$ cat src/rtl/led_seq_pkg.sv
// led_seq_pkg: shared encodings for the LED sequencer (pattern modes, AXI
// response codes, FSM states) plus the per-mode seed helper.
// Compile-time option: LED_SEQ_VERIFY_EN adds the VERIFY readback state.
package led_seq_pkg;

    typedef enum logic [1:0] {
        MODE_COUNT  = 2'd0,
        MODE_ROTATE = 2'd1,
        MODE_BOUNCE = 2'd2,
        MODE_STATIC = 2'd3
    } mode_e;

    localparam logic [1:0] OKAY   = 2'b00;
    localparam logic [1:0] SLVERR = 2'b10;
    localparam logic [1:0] DECERR = 2'b11;

    typedef enum logic [2:0] {
        ST_IDLE      = 3'd0,
        ST_WAIT_TICK = 3'd1,
        ST_ISSUE     = 3'd2,
        ST_WAIT_B    = 3'd3
`ifdef LED_SEQ_VERIFY_EN
        ,
        ST_VERIFY    = 3'd4
`endif
    } state_e;

    // First value of a sequence for a given mode.
    function automatic logic [15:0] seed_value(input mode_e m, input logic [15:0] stat);
        logic [15:0] v;
        case (m)
            MODE_COUNT:  v = 16'h0000;
            MODE_STATIC: v = stat;
            default:     v = 16'h0001;
        endcase
        return v;
    endfunction

endpackage

$ cat src/rtl/led_sequencer_pattern_gen.sv
// led_pattern_gen: holds the LED value to be written next and steps or
// reseeds it on request. Latency: value_o updates the cycle after seed_i/step_i.
// No backpressure; seed_i has priority over step_i.
// Ports: clk, rst (async active-high), seed_i, step_i, mode_i,
//        static_pattern_i, value_o (current value, direction flag is internal).
module led_pattern_gen
    import led_seq_pkg::*;
(
    input  logic        clk,
    input  logic        rst,
    input  logic        seed_i,
    input  logic        step_i,
    input  mode_e       mode_i,
    input  logic [15:0] static_pattern_i,
    output logic [15:0] value_o
);

    logic [15:0] value_q, value_d;
    logic        dir_left_q, dir_left_d;

    always_comb begin
        value_d    = value_q;
        dir_left_d = dir_left_q;
        if (seed_i) begin
            value_d    = seed_value(mode_i, static_pattern_i);
            dir_left_d = 1'b1;
        end else if (step_i) begin
            case (mode_i)
                MODE_COUNT:  value_d = value_q + 16'd1;
                MODE_ROTATE: value_d = {value_q[14:0], value_q[15]};
                MODE_BOUNCE: begin
                    // Direction flips on the step that lands on an end, so the
                    // end value is written exactly once.
                    if (dir_left_q) begin
                        if (value_q[15]) begin
                            value_d    = value_q >> 1;
                            dir_left_d = 1'b0;
                        end else begin
                            value_d    = value_q << 1;
                            dir_left_d = ~value_q[14];
                        end
                    end else begin
                        if (value_q[0]) begin
                            value_d    = value_q << 1;
                            dir_left_d = 1'b1;
                        end else begin
                            value_d    = value_q >> 1;
                            dir_left_d = value_q[1];
                        end
                    end
                end
                MODE_STATIC: value_d = static_pattern_i;
                default:     value_d = value_q;
            endcase
        end
    end

    always_ff @(posedge clk or posedge rst) begin
        if (rst) begin
            value_q    <= 16'h0000;
            dir_left_q <= 1'b1;
        end else begin
            value_q    <= value_d;
            dir_left_q <= dir_left_d;
        end
    end

    assign value_o = value_q;

endmodule

$ cat src/rtl/led_sequencer.sv
// led_sequencer: AXI4-Lite write master that pushes a new 16-bit LED pattern
// every max(period,1) clocks. Latency: VALIDs rise the cycle after a tick;
// VALIDs hold until their READY; one tick during a transaction is remembered.
// Ports: clk/reset (async active-high), enable, mode, period, static_pattern,
//        busy, pattern (last OKAY value), err_count, verify_err, M_AXI_* master.
// Option: define LED_SEQ_VERIFY_EN to read the register back after each write.
module led_sequencer
    import led_seq_pkg::*;
#(
    parameter int AW       = 7,
    parameter int LED_ADDR = 0,
    parameter int PW       = 32
) (
    input  logic          clk,
    input  logic          reset,
    input  logic          enable,
    input  logic [1:0]    mode,
    input  logic [PW-1:0] period,
    input  logic [15:0]   static_pattern,
    output logic          busy,
    output logic [15:0]   pattern,
    output logic [7:0]    err_count,
    output logic          verify_err,
    output logic [AW-1:0] M_AXI_AWADDR,
    output logic          M_AXI_AWVALID,
    output logic [2:0]    M_AXI_AWPROT,
    input  logic          M_AXI_AWREADY,
    output logic [31:0]   M_AXI_WDATA,
    output logic [3:0]    M_AXI_WSTRB,
    output logic          M_AXI_WVALID,
    input  logic          M_AXI_WREADY,
    input  logic [1:0]    M_AXI_BRESP,
    input  logic          M_AXI_BVALID,
    output logic          M_AXI_BREADY,
    output logic [AW-1:0] M_AXI_ARADDR,
    output logic          M_AXI_ARVALID,
    output logic [2:0]    M_AXI_ARPROT,
    input  logic          M_AXI_ARREADY,
    input  logic [31:0]   M_AXI_RDATA,
    input  logic [1:0]    M_AXI_RRESP,
    input  logic          M_AXI_RVALID,
    output logic          M_AXI_RREADY
);

    state_e        state_q, state_d;
    mode_e         mode_q, mode_d;
    logic [PW-1:0] cnt_q, cnt_d;
    logic [PW-1:0] cnt_last;
    logic          tick;
    logic          pend_q, pend_d;
    logic          aw_vld_q, aw_vld_d;
    logic          w_vld_q, w_vld_d;
    logic [15:0]   pattern_q, pattern_d;
    logic [7:0]    err_q, err_d;
    logic          gen_seed, gen_step;
    logic [15:0]   next_val;

    led_pattern_gen u_gen (
        .clk              (clk),
        .rst              (reset),
        .seed_i           (gen_seed),
        .step_i           (gen_step),
        .mode_i           (mode_e'(mode)),
        .static_pattern_i (static_pattern),
        .value_o          (next_val)
    );

    // period of 0 behaves like 1: a tick every enabled cycle.
    assign cnt_last = (period == '0) ? '0 : period - PW'(1);
    assign tick     = enable && (cnt_q == cnt_last);

`ifdef LED_SEQ_VERIFY_EN
    logic ar_vld_q, ar_vld_d;
    logic verr_q, verr_d;
    logic unused_rdata_hi;
    assign unused_rdata_hi = ^M_AXI_RDATA[31:16];
    assign busy = (state_q == ST_ISSUE) || (state_q == ST_WAIT_B) || (state_q == ST_VERIFY);
`else
    logic unused_rd;
    assign unused_rd = ^{M_AXI_ARREADY, M_AXI_RDATA, M_AXI_RRESP, M_AXI_RVALID};
    assign busy = (state_q == ST_ISSUE) || (state_q == ST_WAIT_B);
`endif

    always_comb begin
        state_d   = state_q;
        mode_d    = mode_q;
        pend_d    = pend_q;
        aw_vld_d  = aw_vld_q;
        w_vld_d   = w_vld_q;
        pattern_d = pattern_q;
        err_d     = err_q;
        gen_seed  = 1'b0;
        gen_step  = 1'b0;
`ifdef LED_SEQ_VERIFY_EN
        ar_vld_d  = ar_vld_q;
        verr_d    = verr_q;
`endif

        if (state_q == ST_IDLE) begin
            cnt_d = '0;
        end else if (enable) begin
            cnt_d = tick ? '0 : cnt_q + PW'(1);
        end else begin
            cnt_d = cnt_q;
        end

        // One-deep memory of a tick that lands mid-transaction; extra ticks merge.
        if (busy && tick) begin
            pend_d = 1'b1;
        end

        case (state_q)
            ST_IDLE: begin
                pend_d = 1'b0;
                if (enable) begin
                    gen_seed = 1'b1;
                    mode_d   = mode_e'(mode);
                    aw_vld_d = 1'b1;
                    w_vld_d  = 1'b1;
                    state_d  = ST_ISSUE;
                end
            end
            ST_WAIT_TICK: begin
                if (!enable) begin
                    state_d = ST_IDLE;
                end else if (tick || pend_q) begin
                    pend_d = 1'b0;
                    // A mode change restarts from that mode's seed.
                    if (mode_e'(mode) != mode_q) begin
                        gen_seed = 1'b1;
                        mode_d   = mode_e'(mode);
                    end else begin
                        gen_step = 1'b1;
                    end
                    aw_vld_d = 1'b1;
                    w_vld_d  = 1'b1;
                    state_d  = ST_ISSUE;
                end
            end
            ST_ISSUE: begin
                aw_vld_d = aw_vld_q && !M_AXI_AWREADY;
                w_vld_d  = w_vld_q && !M_AXI_WREADY;
                if (!aw_vld_d && !w_vld_d) begin
                    state_d = ST_WAIT_B;
                end
            end
            ST_WAIT_B: begin
                if (M_AXI_BVALID) begin
                    if (M_AXI_BRESP == OKAY) begin
                        pattern_d = next_val;
                    end else if (err_q != 8'hFF) begin
                        err_d = err_q + 8'd1;
                    end
`ifdef LED_SEQ_VERIFY_EN
                    ar_vld_d = 1'b1;
                    state_d  = ST_VERIFY;
`else
                    state_d  = enable ? ST_WAIT_TICK : ST_IDLE;
`endif
                end
            end
`ifdef LED_SEQ_VERIFY_EN
            ST_VERIFY: begin
                ar_vld_d = ar_vld_q && !M_AXI_ARREADY;
                if (M_AXI_RVALID) begin
                    if ((M_AXI_RRESP != OKAY) || (M_AXI_RDATA[15:0] != next_val)) begin
                        verr_d = 1'b1;
                    end
                    state_d = enable ? ST_WAIT_TICK : ST_IDLE;
                end
            end
`endif
            default: state_d = ST_IDLE;
        endcase
    end

    always_ff @(posedge clk or posedge reset) begin
        if (reset) begin
            state_q   <= ST_IDLE;
            mode_q    <= MODE_COUNT;
            cnt_q     <= '0;
            pend_q    <= 1'b0;
            aw_vld_q  <= 1'b0;
            w_vld_q   <= 1'b0;
            pattern_q <= 16'h0000;
            err_q     <= 8'h00;
        end else begin
            state_q   <= state_d;
            mode_q    <= mode_d;
            cnt_q     <= cnt_d;
            pend_q    <= pend_d;
            aw_vld_q  <= aw_vld_d;
            w_vld_q   <= w_vld_d;
            pattern_q <= pattern_d;
            err_q     <= err_d;
        end
    end

`ifdef LED_SEQ_VERIFY_EN
    always_ff @(posedge clk or posedge reset) begin
        if (reset) begin
            ar_vld_q <= 1'b0;
            verr_q   <= 1'b0;
        end else begin
            ar_vld_q <= ar_vld_d;
            verr_q   <= verr_d;
        end
    end
    assign M_AXI_ARVALID = ar_vld_q;
    assign M_AXI_RREADY  = (state_q == ST_VERIFY);
    assign verify_err    = verr_q;
`else
    assign M_AXI_ARVALID = 1'b0;
    assign M_AXI_RREADY  = 1'b1;
    assign verify_err    = 1'b0;
`endif

    assign M_AXI_AWADDR  = AW'(LED_ADDR);
    assign M_AXI_ARADDR  = AW'(LED_ADDR);
    assign M_AXI_AWPROT  = 3'b000;
    assign M_AXI_ARPROT  = 3'b000;
    assign M_AXI_WSTRB   = 4'hF;
    assign M_AXI_WDATA   = {16'h0000, next_val};
    assign M_AXI_AWVALID = aw_vld_q;
    assign M_AXI_WVALID  = w_vld_q;
    assign M_AXI_BREADY  = (state_q == ST_WAIT_B);
    assign pattern       = pattern_q;
    assign err_count     = err_q;

endmodule

$ cat config.mk
export PLATFORM = sky130hd
export DESIGN_NAME = led_sequencer
export DESIGN_NICKNAME = d
export VERILOG_FILES = /design/src/rtl/led_seq_pkg.sv /design/src/rtl/led_sequencer_pattern_gen.sv /design/src/rtl/led_sequencer.sv
export SDC_FILE = /design/constraint.sdc
export NUM_CORES = 1
export LEC_CHECK = 0
export ABC_CLOCK_PERIOD_IN_PS = 3900
export BUFFER_PORTS_ARGS = -buffer_cell sky130_fd_sc_hd__buf_2
export CORE_MARGIN = 5
export CORE_UTILIZATION = 54
export DETAILED_ROUTE_END_ITERATION = 8
export PLACE_DENSITY = 0.91
export SLEW_MARGIN = 0
export SYNTH_ARGS = -nofsm -noshare
export SYNTH_HDL_FRONTEND = slang
export SYNTH_SLANG_ARGS = --single-unit
$ cat constraint.sdc
create_clock -name clk -period 3.9 [get_ports clk]
set_input_delay 0.78 -clock clk [delete_from_list [all_inputs] [get_ports clk]]
set_output_delay 0.78 -clock clk [all_outputs]
set_load 0.05 [all_outputs]
# == Word level (Yosys, flattened, before mapping) ==
# Index checks and enable logic that the tools add are counted.
# op_classes
reduce_logical,26
n_addsub,4
n_bitwise,2
n_eq_ne,16
mux,47
# op_table
op,count
$mux 32,4
$mux 16,5
$pmux 16 s4,1
$add 32x1->32 const B,1
$eq 32x32->1,1
$logic_not 32->1,1
$pmux 16 s2,1
$sub 32x1->32 const B,1
$mux 1,21
$add 16x1->16 const B,1
$mux 3,5
$pmux 3 s4,1
$reduce_and 4->1,3
$ne 2x2->1 const B,5
$add 8x1->8 const B,1
$mux 2,4
$ne 8x8->1 const B,1
$reduce_bool 2->1,4
$eq 3x2->1 const B,2
$pmux 1 s3,2
$logic_and 1x1->1,5
$reduce_and 5->1,1
$eq 2x2->1 const B,2
$logic_not 1->1,4
14 further kinds,18
# word_totals
inputBits,94
word_cells,105
out_inout_bits,87
register_bits,81

# == Longest topological paths before layout ==
# Gate-level depths: netlist of the first run.
# depth
depth_word,10
ltp_mapped,17

# == Modules after synthesis ==
# From an unflattened synthesis of the first run, not the netlist that was laid out.
# unflattened
hier_cells,826
area_unflattened_um2,6820.3
# by_module_without_submodules
mod,area_each_um2,n_inst,cells_per_inst,seq_area_each_um2
led_sequencer,5017.3,1,589,1576.5
led_pattern_gen,1803.0,1,237,426.7

# == Least setup slack after synthesis of the first run ==
# OpenSTA, ideal clock, no wires.
# synth_timing
path_kind,input to register
start,in period[0]
end,reg mode_q[0]
n_path_buf,2
slack_ns,-0.512
required_time_ns,3.775
setup_ns,0.125
t_arrival_ns,4.287
cell_stages,14
path_cell_list,inv_1 > ha_1 > or3b_1 > buf_2 > or4_4 > and3_4 > a2111oi_4 > o2111ai_1 > or4_1 > nor4_2 > buf_4 > o21ai_4 > a211o_4 > mux2_4
# synth_via
elab_chain_len,7
# synth_rtl
item,line_no,text
from (decl),led_sequencer.sv:18,"input logic [PW-1:0] period,"
$sub 32x1->32 or $logic_not 32->1 (tied branches),led_sequencer.sv:69,assign cnt_last = (period == '0) ? '0 : period - PW'(1);
$mux 32 (*),led_sequencer.sv:69,
$eq 32x32->1 (*),led_sequencer.sv:70,assign tick = enable && (cnt_q == cnt_last);
$logic_and 1x1->1 (*),led_sequencer.sv:70,
$logic_or 1x1->1 (*),led_sequencer.sv:126,end else if (tick || pend_q) begin
$ne 2x2->1 (no line) (*),n/a,
$reduce_and 5->1 (no line) (*),n/a,
to (signal assigned),led_sequencer.sv:189,mode_q <= mode_d;
to (decl),led_sequencer.sv:46,"mode_e mode_q, mode_d;"
# Every way passes the cells marked *; elsewhere a longest branch is shown, timed or not.
# A chain may end at the register's enable or synchronous reset.

# == Worst setup path in the final report of the first run ==
# layout_timing
start,in period[1]
end,reg cnt_q[12]
# layout_via
elab_chain_len,7
# layout_rtl
item,line_no,text
$sub 32x1->32 or $logic_not 32->1 (tied branches),led_sequencer.sv:69,
$mux 32 (*),led_sequencer.sv:69,
$eq 32x32->1 (*),led_sequencer.sv:70,
$logic_and 1x1->1 (*),led_sequencer.sv:70,
$mux 32 (*),led_sequencer.sv:102,cnt_d = tick ? '0 : cnt_q + PW'(1);
$mux 32 (*),led_sequencer.sv:101,end else if (enable) begin
$mux 32 (*),led_sequencer.sv:99,if (state_q == ST_IDLE) begin
to (signal assigned),led_sequencer.sv:190,cnt_q <= cnt_d;
to (decl),led_sequencer.sv:47,"logic [PW-1:0] cnt_q, cnt_d;"
# Every way passes the cells marked *; elsewhere a longest branch is shown, timed or not. The select of a mux whose other input is x is not followed.

==> summary.md, run 1 <==
| Metric | Value |
|---|---|
| Detailed Route Iter0 Violations | 1459 |
| CTS tree | yes |
| Setup ws final | -0.1886 ns |
| P_leak | 4.032 nW |
| Gr ovfl total | 0 |
| Critical Path End Type | flip-flop |
| Drt first pass iters | 9 |
| Critical Path Fanout Max | 8 |
| YS warnings | 0 |
| Cts hold-fix bufs | 0 |
| Clock Tree Root | clkbuf_16 |
| Area of the die | 0.01498 mm² |
| Mapped Avg Cell Area | 7.952 µm² |
| Final Setup Violations | 47 |
| Area of the mapped netlist | 0.006823 mm² |
| Worst slew pin tran | 0.9465 ns |
| Die Ht | 122.4 µm |
| Clk pin slew, worst setup/hold paths | 0.07 ns |
| Final Cell Area | 0.009085 mm² |
| Post-synth EDFFs | 0 |
| Most common cell after layout, fill and taps aside | buf_4 |
| CP arrival | 4.33 ns |
| CTS sink cnt | 80 |
| CTS buffer count | 9 |
| CTS max path bufs | 2 |
| Yosys top cell area share | 0.2897 |
| Post-DP HPWL | 16100 µm |
| Initial antenna violation count | 0 |
| H-tree depth | 3 |
| Failing checks | design-rule violations, negative setup slack |
| Place WS | -0.6445 ns |
| DRT antenna net count | 0 |
| Maximum vdd drop | 0.7464 mV |
| Synth cell types | 81 |
| Via density | 6.724 |
| Worst skew pair latency | 0.35 ns |
| Unrepaired setup endpoints after global routing | yes |
| IO buf count | 101 |
| Layout cells sized above 1 | 0.3365 |
| Mapped Cells | 858 |
| WL final | 25730 µm |
| Vias in the first global route | 7363 |
| Placed instance area | 0.008178 mm² |
| Top_reg_cell synth | dfrtp_1 |
| Placement row count | 41 |
| CP required | 4.15 ns |
| Via count | 8311 |
| Minimum clock period | 4.089 ns |
| PD cells | 499.7 mW/mm² |
| Top cells by area, synth | dfrtp_1 (29%), buf_4 (4.8%), nand2_1 (4.4%) |
| Final Non-Filler Cells | 1236 |
| Tcrit/Tclk final | 1.048 |
| Max Freq | 244.6 MHz |
| Maxcap violations | 0 |
| Yosys top cell by area | dfrtp_1 |
| Core Area | 0.01252 mm² |
| Slew headroom | 0.3672 |
| Worst setup SP type | primary input |
| DRC | 2 |
| Critical path type | primary input to flip-flop |
| Fin nets | 1159 |
| Global-route wire length before repair | 35610 µm |
| Global Route Usage Sum | 0.2928 |
| Setup TNS Final | -3.745 ns |
| Yosys reg bits | 80 |
| Status | finished, violations left |
| N_diodes | 0 |
| I/O Pins | 181 |
| Hold/Removal Path Class | primary input to asynchronous set/reset pin |
| Placer Congestion | 1.019 |
| Largest net degree at the start of global routing | 36 |
| Area Overhead vs Synth | 33.16% |
| DR WL/cell | 20.82 µm |
| Max Slew Vio Count | 0 |
| Seq/Total Area, Yosys | 0.2936 |
| Most frequent cells in the layout | buf_4 (137), buf_2 (99), dfrtp_1 (79) |
| Cell count after placement | 1195 |
| Chip Width | 122.4 µm |
| Post-synthesis async set-or-reset flop share | 1.000 |
| Initial core utilization | 0.5451 |
| Fin. Hold Viols | 0 |
| Clock skew | 0.01117 ns |
==> synthesized netlist by cell type, types with 10 or more instances <==
library cell   n
xnor2_1       23
o21ai_0       56
or4_1         11
nand4_1       19
and3_1        11
dfrtp_1       79
nand2_1       80
nor4_1        24
buf_4         44
o221ai_1      12
nand3_1       38
nor3_1        28
a21oi_1       29
a221o_1       10
xor2_1        10
nor2_1        61
inv_1         39
mux2_2        15
a31oi_1       15
or3_1         13
clkbuf_1      50
==> power breakdown <==
group | internal, mW | switching [mW] | leakage, nW | total, mW
registers | 1.03 | 0.341 | 1.08 | 1.37
logic | 0.726 | 1.51 | 2.80 | 2.24
clock network | 0.566 | 0.365 | 0.157 | 0.931
==> per-stage QoR <==
stage | util | hold slack (ns) | power [mW]
4_1_cts | 0.6860 | 0.4798 | 4.214
2_1_floorplan | - | 0.5028 | 2.763
3_5_place_dp | 0.6533 | 0.4670 | 3.275
6_report | 0.7258 | 0.4756 | 4.540
5_1_grt | 0.7258 | 0.5053 | 4.694
3_3_place_gp | 0.6533 | 0.4586 | 3.207
==> worst paths after layout <==
| check | startpoint | endpoint | slack [ns] | cells after the start |
|---|---|---|---|---|
| min in group clk | pattern[14]$_DFFE_PP0P_ | pattern[14]$_DFFE_PP0P_ | 0.48 | 2 |
| worst min-delay path | reset | u_gen.value_o[4]$_DFFE_PP0P_ | 0.48 | 2 |
| worst min register to register | pattern[14]$_DFFE_PP0P_ | pattern[14]$_DFFE_PP0P_ | 0.48 | 2 |
| worst max register to register | cnt_q[0]$_DFFE_PP0P_ | cnt_q[30]$_DFFE_PP0P_ | 0.32 | 11 |
| max in group asynchronous | reset | cnt_q[12]$_DFFE_PP0P_ | 2.66 | 3 |
| worst max-delay path | period[1] | cnt_q[12]$_DFFE_PP0P_ | -0.19 | 20 |
==> cell families after synthesis <==
group / count (synthesis) / share of synthesized area
other: 2 / 0.001101
XOR/XNOR: 34 / 0.04566
multiplexers: 20 / 0.03356
adder cells (fa/ha/maj): 6 / 0.01100
flip-flops: 80 / 0.2936
AO/OA/AOI/OAI: 240 / 0.2551
AND/OR/NAND/NOR: 327 / 0.2503
buffers and inverters: 149 / 0.1097
==> critical path, stage by stage <==
cell	delay [ns]
buf_12	0.11
inv_12	0.04
ha_4	0.12
or3b_4	0.40
buf_4	0.17
nor3_2	0.23
nand3_2	0.17
buf_4	0.22
buf_4	0.15
o21ai_0	0.12
a22oi_1	0.14
nand4_1	0.16
nor4_4	0.08
buf_12	0.14
buf_12	0.12
nor3_4	0.55
buf_4	0.23
buf_6	0.12
a21oi_2	0.05
mux2i_1	0.21
==> cell type report <==
type                            count  area [µm²]
Clock buffer                       10       229.0
Clock inverter                      6       91.34
Fill cell                         870        3432
Inverter                           39       167.7
Multi-Input combinational cell    672        4526
Sequential cell                    80        2003
Tap cell                          172       215.2
Timing Repair Buffer              257        1853
==> repair_timing <==
action,in CTS,in global routing
setup buffers,4,11
endpoints found under the setup margin,49,53
pin swaps,2,15
gates cloned,0,10
resized for setup,14,70
==> state kept, by name (all words and copies together) (netlist names) <==
| register | count |
|---|---|
| M_AXI_AWVALID | 1 |
| u_gen.dir_left_q | 1 |
| pend_q | 1 |
| cnt_q | 32 |
| M_AXI_WVALID | 1 |
| u_gen.value_o | 16 |
| err_count | 8 |
| state_q | 2 |
| pattern | 16 |
| mode_q | 2 |
==> per-layer routing <==
metal	vias up	global-route usage	wire length, µm
met5	-	0	0
met4	0	0.1148	1654
met3	221	0.07051	3299
met2	743	0.4631	11650
met1	3827	0.3882	9126
li1	3520	-	-
Power figures use the tool's default switching activity.
==> run 2: changes to the inputs <==
Settings changed: ABC_AREA set to 1.
==> run 2 against run 1 <==
Against the previous run: the run now ends clean; design area shrank 17%; clock skew is 0.0027 ns lower; worst setup slack better by 0.87 ns; largest power group unchanged.
==> summary.md, run 2 <==
| Metric | Value |
|---|---|
| Post CTS Setup Buffer Count | 0 (was 4) |
| Area Overhead vs Synth | 10.73% (was 33.16%) |
| N_diodes | 0 (unchanged) |
| Top_reg_cell synth | dfrtp_1 (unchanged) |
| Max Freq | 310.8 MHz (was 244.6 MHz) |
| Unrepaired setup endpoints after global routing | no (was yes) |
| Area of the mapped netlist | 0.006813 mm² (was 0.006823 mm²) |
| Via density | 5.358 (was 6.724) |
| Area of the die | 0.01496 mm² (was 0.01498 mm²) |
| Final Cell Area | 0.007543 mm² (was 0.009085 mm²) |
| Clock skew | 0.008462 ns (was 0.01117 ns) |
| CTS tree | yes (unchanged) |
| Worst skew pair latency | 0.34 ns (was 0.35 ns) |
| Slew headroom | 0.3971 (was 0.3672) |
| Placer Congestion | 0.9817 (was 1.019) |
| Final Setup Violations | 0 (was 47) |
| Final Non-Filler Cells | 1298 (was 1236) |
| Tcrit/Tclk final | 0.8251 (was 1.048) |
| Cell count after placement | 1282 (was 1195) |
| Via count | 6955 (was 8311) |
| Worst setup SP type | primary input (unchanged) |
| Clk pin slew, worst setup/hold paths | 0.06 ns (was 0.07 ns) |
| Drt first pass iters | 5 (was 9) |
| Layout cells sized above 1 | 0.1394 (was 0.3365) |
| Yosys top cell by area | dfrtp_1 (unchanged) |
| Die Ht | 122.3 µm (was 122.4 µm) |
| Core Area | 0.01252 mm² (unchanged) |
| DRC | 0 (was 2) |
| Yosys top cell area share | 0.2902 (was 0.2897) |
| WL final | 17710 µm (was 25730 µm) |
| Initial core utilization | 0.5443 (was 0.5451) |
| Placed instance area | 0.007278 mm² (was 0.008178 mm²) |
| I/O Pins | 181 (unchanged) |
| Minimum clock period | 3.218 ns (was 4.089 ns) |
| Worst slew pin tran | 0.9033 ns (was 0.9465 ns) |
| DRT antenna net count | 0 (unchanged) |
| Synth top cells by count | nand2_1 (281), inv_1 (118), nor2_1 (107) (was nand2_1 (80), dfrtp_1 (79), nor2_1 (61)) |
| IO buf count | 101 (unchanged) |
| PD cells | 543.2 mW/mm² (was 499.7 mW/mm²) |
| Slowest-stage cell, CP | nand2_4 (was nor3_4) |
| CTS buffer count | 9 (unchanged) |
| CTS sink cnt | 80 (unchanged) |
| Most frequent cell after synthesis | nand2_1 (unchanged) |
| Initial antenna violation count | 0 (unchanged) |
| Mapped Cells | 1030 (was 858) |
| Max reg flops | 32 (unchanged) |
| CP arrival | 3.45 ns (was 4.33 ns) |
| Seq/Total Area, Yosys | 0.2940 (was 0.2936) |
| Largest net degree at the start of global routing | 47 (was 36) |
| Global-route wire length before repair | 28950 µm (was 35610 µm) |
| P_leak | 3.822 nW (was 4.032 nW) |
| Chip Width | 122.3 µm (was 122.4 µm) |
| Gr ovfl total | 0 (unchanged) |
| CP cell instances | buf_2 -> inv_1 -> ha_1 -> nand2_2 -> nor2_8 -> nand2_2 -> clkinv_2 -> nand2_4 -> nand3_1 -> xor2_1 -> nand3b_1 -> nor2_1 -> nand3_4 -> nand3_4 -> nand2_4 -> nand3_1 -> nand2_1 (was buf_12 -> inv_12 -> ha_4 -> or3b_4 -> buf_4 -> nor3_2 -> nand3_2 -> buf_4 -> buf_4 -> o21ai_0 -> a22oi_1 -> nand4_1 -> nor4_4 -> buf_12 -> buf_12 -> nor3_4 -> buf_4 -> buf_6 -> a21oi_2 -> mux2i_1) |
| Global Route Usage Sum | 0.2364 (was 0.2928) |
| Post-synth EDFFs | 0 (unchanged) |
| Vias in the first global route | 6294 (was 7363) |
| DR WL/cell | 13.64 µm (was 20.82 µm) |
| H-tree depth | 3 (unchanged) |
| Critical Path Fanout Max | 45 (was 8) |
| Highest cell delay on the worst timing path | 0.25 ns (was 0.55 ns) |
| Largest Register | cnt_q (unchanged) |
| Max Slew Vio Count | 0 (unchanged) |
| Cts hold-fix bufs | 0 (unchanged) |
| Synth cell types | 48 (was 81) |
| Critical path type | primary input to flip-flop (unchanged) |
| CP required | 4.13 ns (was 4.15 ns) |
| Top cells by area, synth | dfrtp_1 (29%), nand2_1 (15%), nand3_1 (7.7%) (was dfrtp_1 (29%), buf_4 (4.8%), nand2_1 (4.4%)) |
| Clock Tree Root | clkbuf_16 (unchanged) |
| Critical Path End Type | flip-flop (unchanged) |
| Maxcap violations | 0 (unchanged) |
| Maximum vdd drop | 0.5208 mV (was 0.7464 mV) |
| Post-DP HPWL | 13470 µm (was 16100 µm) |
| Fin nets | 1221 (was 1159) |
| Detailed Route Iter0 Violations | 516 (was 1459) |
| Post-CTS sizing | 0 (was 14) |
| Most frequent cells in the layout | nand2_1 (281), inv_1 (117), nor2_1 (107) (was buf_4 (137), buf_2 (99), dfrtp_1 (79)) |
| Post-synthesis async set-or-reset flop share | 1.000 (unchanged) |
| Status | finished, final reports clean (was finished, violations left) |
| Placement row count | 41 (unchanged) |
| Yosys reg bits | 80 (unchanged) |
| CTS max path bufs | 2 (unchanged) |
| YS warnings | 0 (unchanged) |
| Fin. Hold Viols | 0 (unchanged) |
| Setup TNS Final | 0 ns (was -3.745 ns) |
| Mapped Avg Cell Area | 6.614 µm² (was 7.952 µm²) |
| Hold/Removal Path Class | flip-flop to flip-flop (was primary input to asynchronous set/reset pin) |
| Most common cell after layout, fill and taps aside | nand2_1 (was buf_4) |
| WHS | 0.4814 ns (was 0.4756 ns) |
==> run 2: cell count changes after synthesis, moves of 35 or more <==
cell / change
clkbuf_1: -35
inv_1: +79
nand2_1: +201
nand3_1: +67
nor2_1: +46
xor2_1: +41
==> run 2: layout make-up <==
class                           count  area [µm²]
Clock buffer                       10       229.0
Multi-Input combinational cell    797        4006
Inverter                          122       460.4
Fill cell                        1202        4974
Sequential cell                    80        2003
Clock inverter                      6       36.28
Tap cell                          172       215.2
Timing Repair Buffer              111       593.1
==> run 2: stage by stage <==
step / total power, mW / util / setup slack [ns]
after floorplan: 2.878 / - / 0.9708
after global placement: 3.283 / 0.5815 / 0.4280
after detailed placement: 3.324 / 0.5815 / 0.3808
after CTS: 4.098 / 0.6027 / 0.7453
after global routing: 4.347 / 0.6027 / 0.3759
final: 4.097 / 0.6027 / 0.6822
==> run 2: kinds of logic (layout without fill, tap and decap cells) <==
group	count (synthesis)	count (layout)	synth area share
DFF	80	80	0.2940
and+or+nand+nor	566	566	0.3675
muxes	2	2	0.003306
buffers and inverters	194	249	0.1405
other	2	43	0.001102
adders and majority gates	6	6	0.01102
AOI/OAI and AO/OA	121	121	0.1067
xor gates and xnor gates	59	59	0.07585
==> run 2: final timing paths <==
| check | start | end | slack [ns] | cells after the start |
|---|---|---|---|---|
| worst max-delay path | period[0] | u_gen.value_o[15]$_DFFE_PP0P_ | 0.68 | 17 |
| min in group asynchronous | reset | pend_q$_DFF_PP0_ | 0.56 | 2 |
| max in group asynchronous | reset | u_gen.dir_left_q$_DFFE_PP1P_ | 2.53 | 3 |
| worst min-delay path | pattern[12]$_DFFE_PP0P_ | pattern[12]$_DFFE_PP0P_ | 0.48 | 2 |
| worst min register to register | pattern[12]$_DFFE_PP0P_ | pattern[12]$_DFFE_PP0P_ | 0.48 | 2 |
| worst max register to register | u_gen.value_o[1]$_DFFE_PP0P_ | u_gen.value_o[14]$_DFFE_PP0P_ | 1.20 | 14 |
==> run 2: worst max-delay path: cells and delay by family <==
family / cells / cell delay, ns
xor gates and xnor gates: 1 / 0.17
adders and majority gates: 1 / 0.19
buffers and inverters: 3 / 0.23
and+or+nand+nor: 12 / 2.04
==> run 2: power by group <==
group	switching (mW)	total, mW	leakage [nW]	internal [mW]
logic	1.51	2.03	2.65	0.516
clock network	0.339	0.766	0.132	0.428
registers	0.256	1.30	1.04	1.05
==> run 2: layer usage <==
| layer | routed length (µm) | vias up | GRT usage |
|---|---|---|---|
| li1 | - | 3449 | - |
| met1 | 7439 | 3152 | 0.3122 |
| met2 | 8474 | 314 | 0.3971 |
| met3 | 1394 | 40 | 0.03226 |
| met4 | 397 | 0 | 0.08537 |
| met5 | 0 | - | 0 |
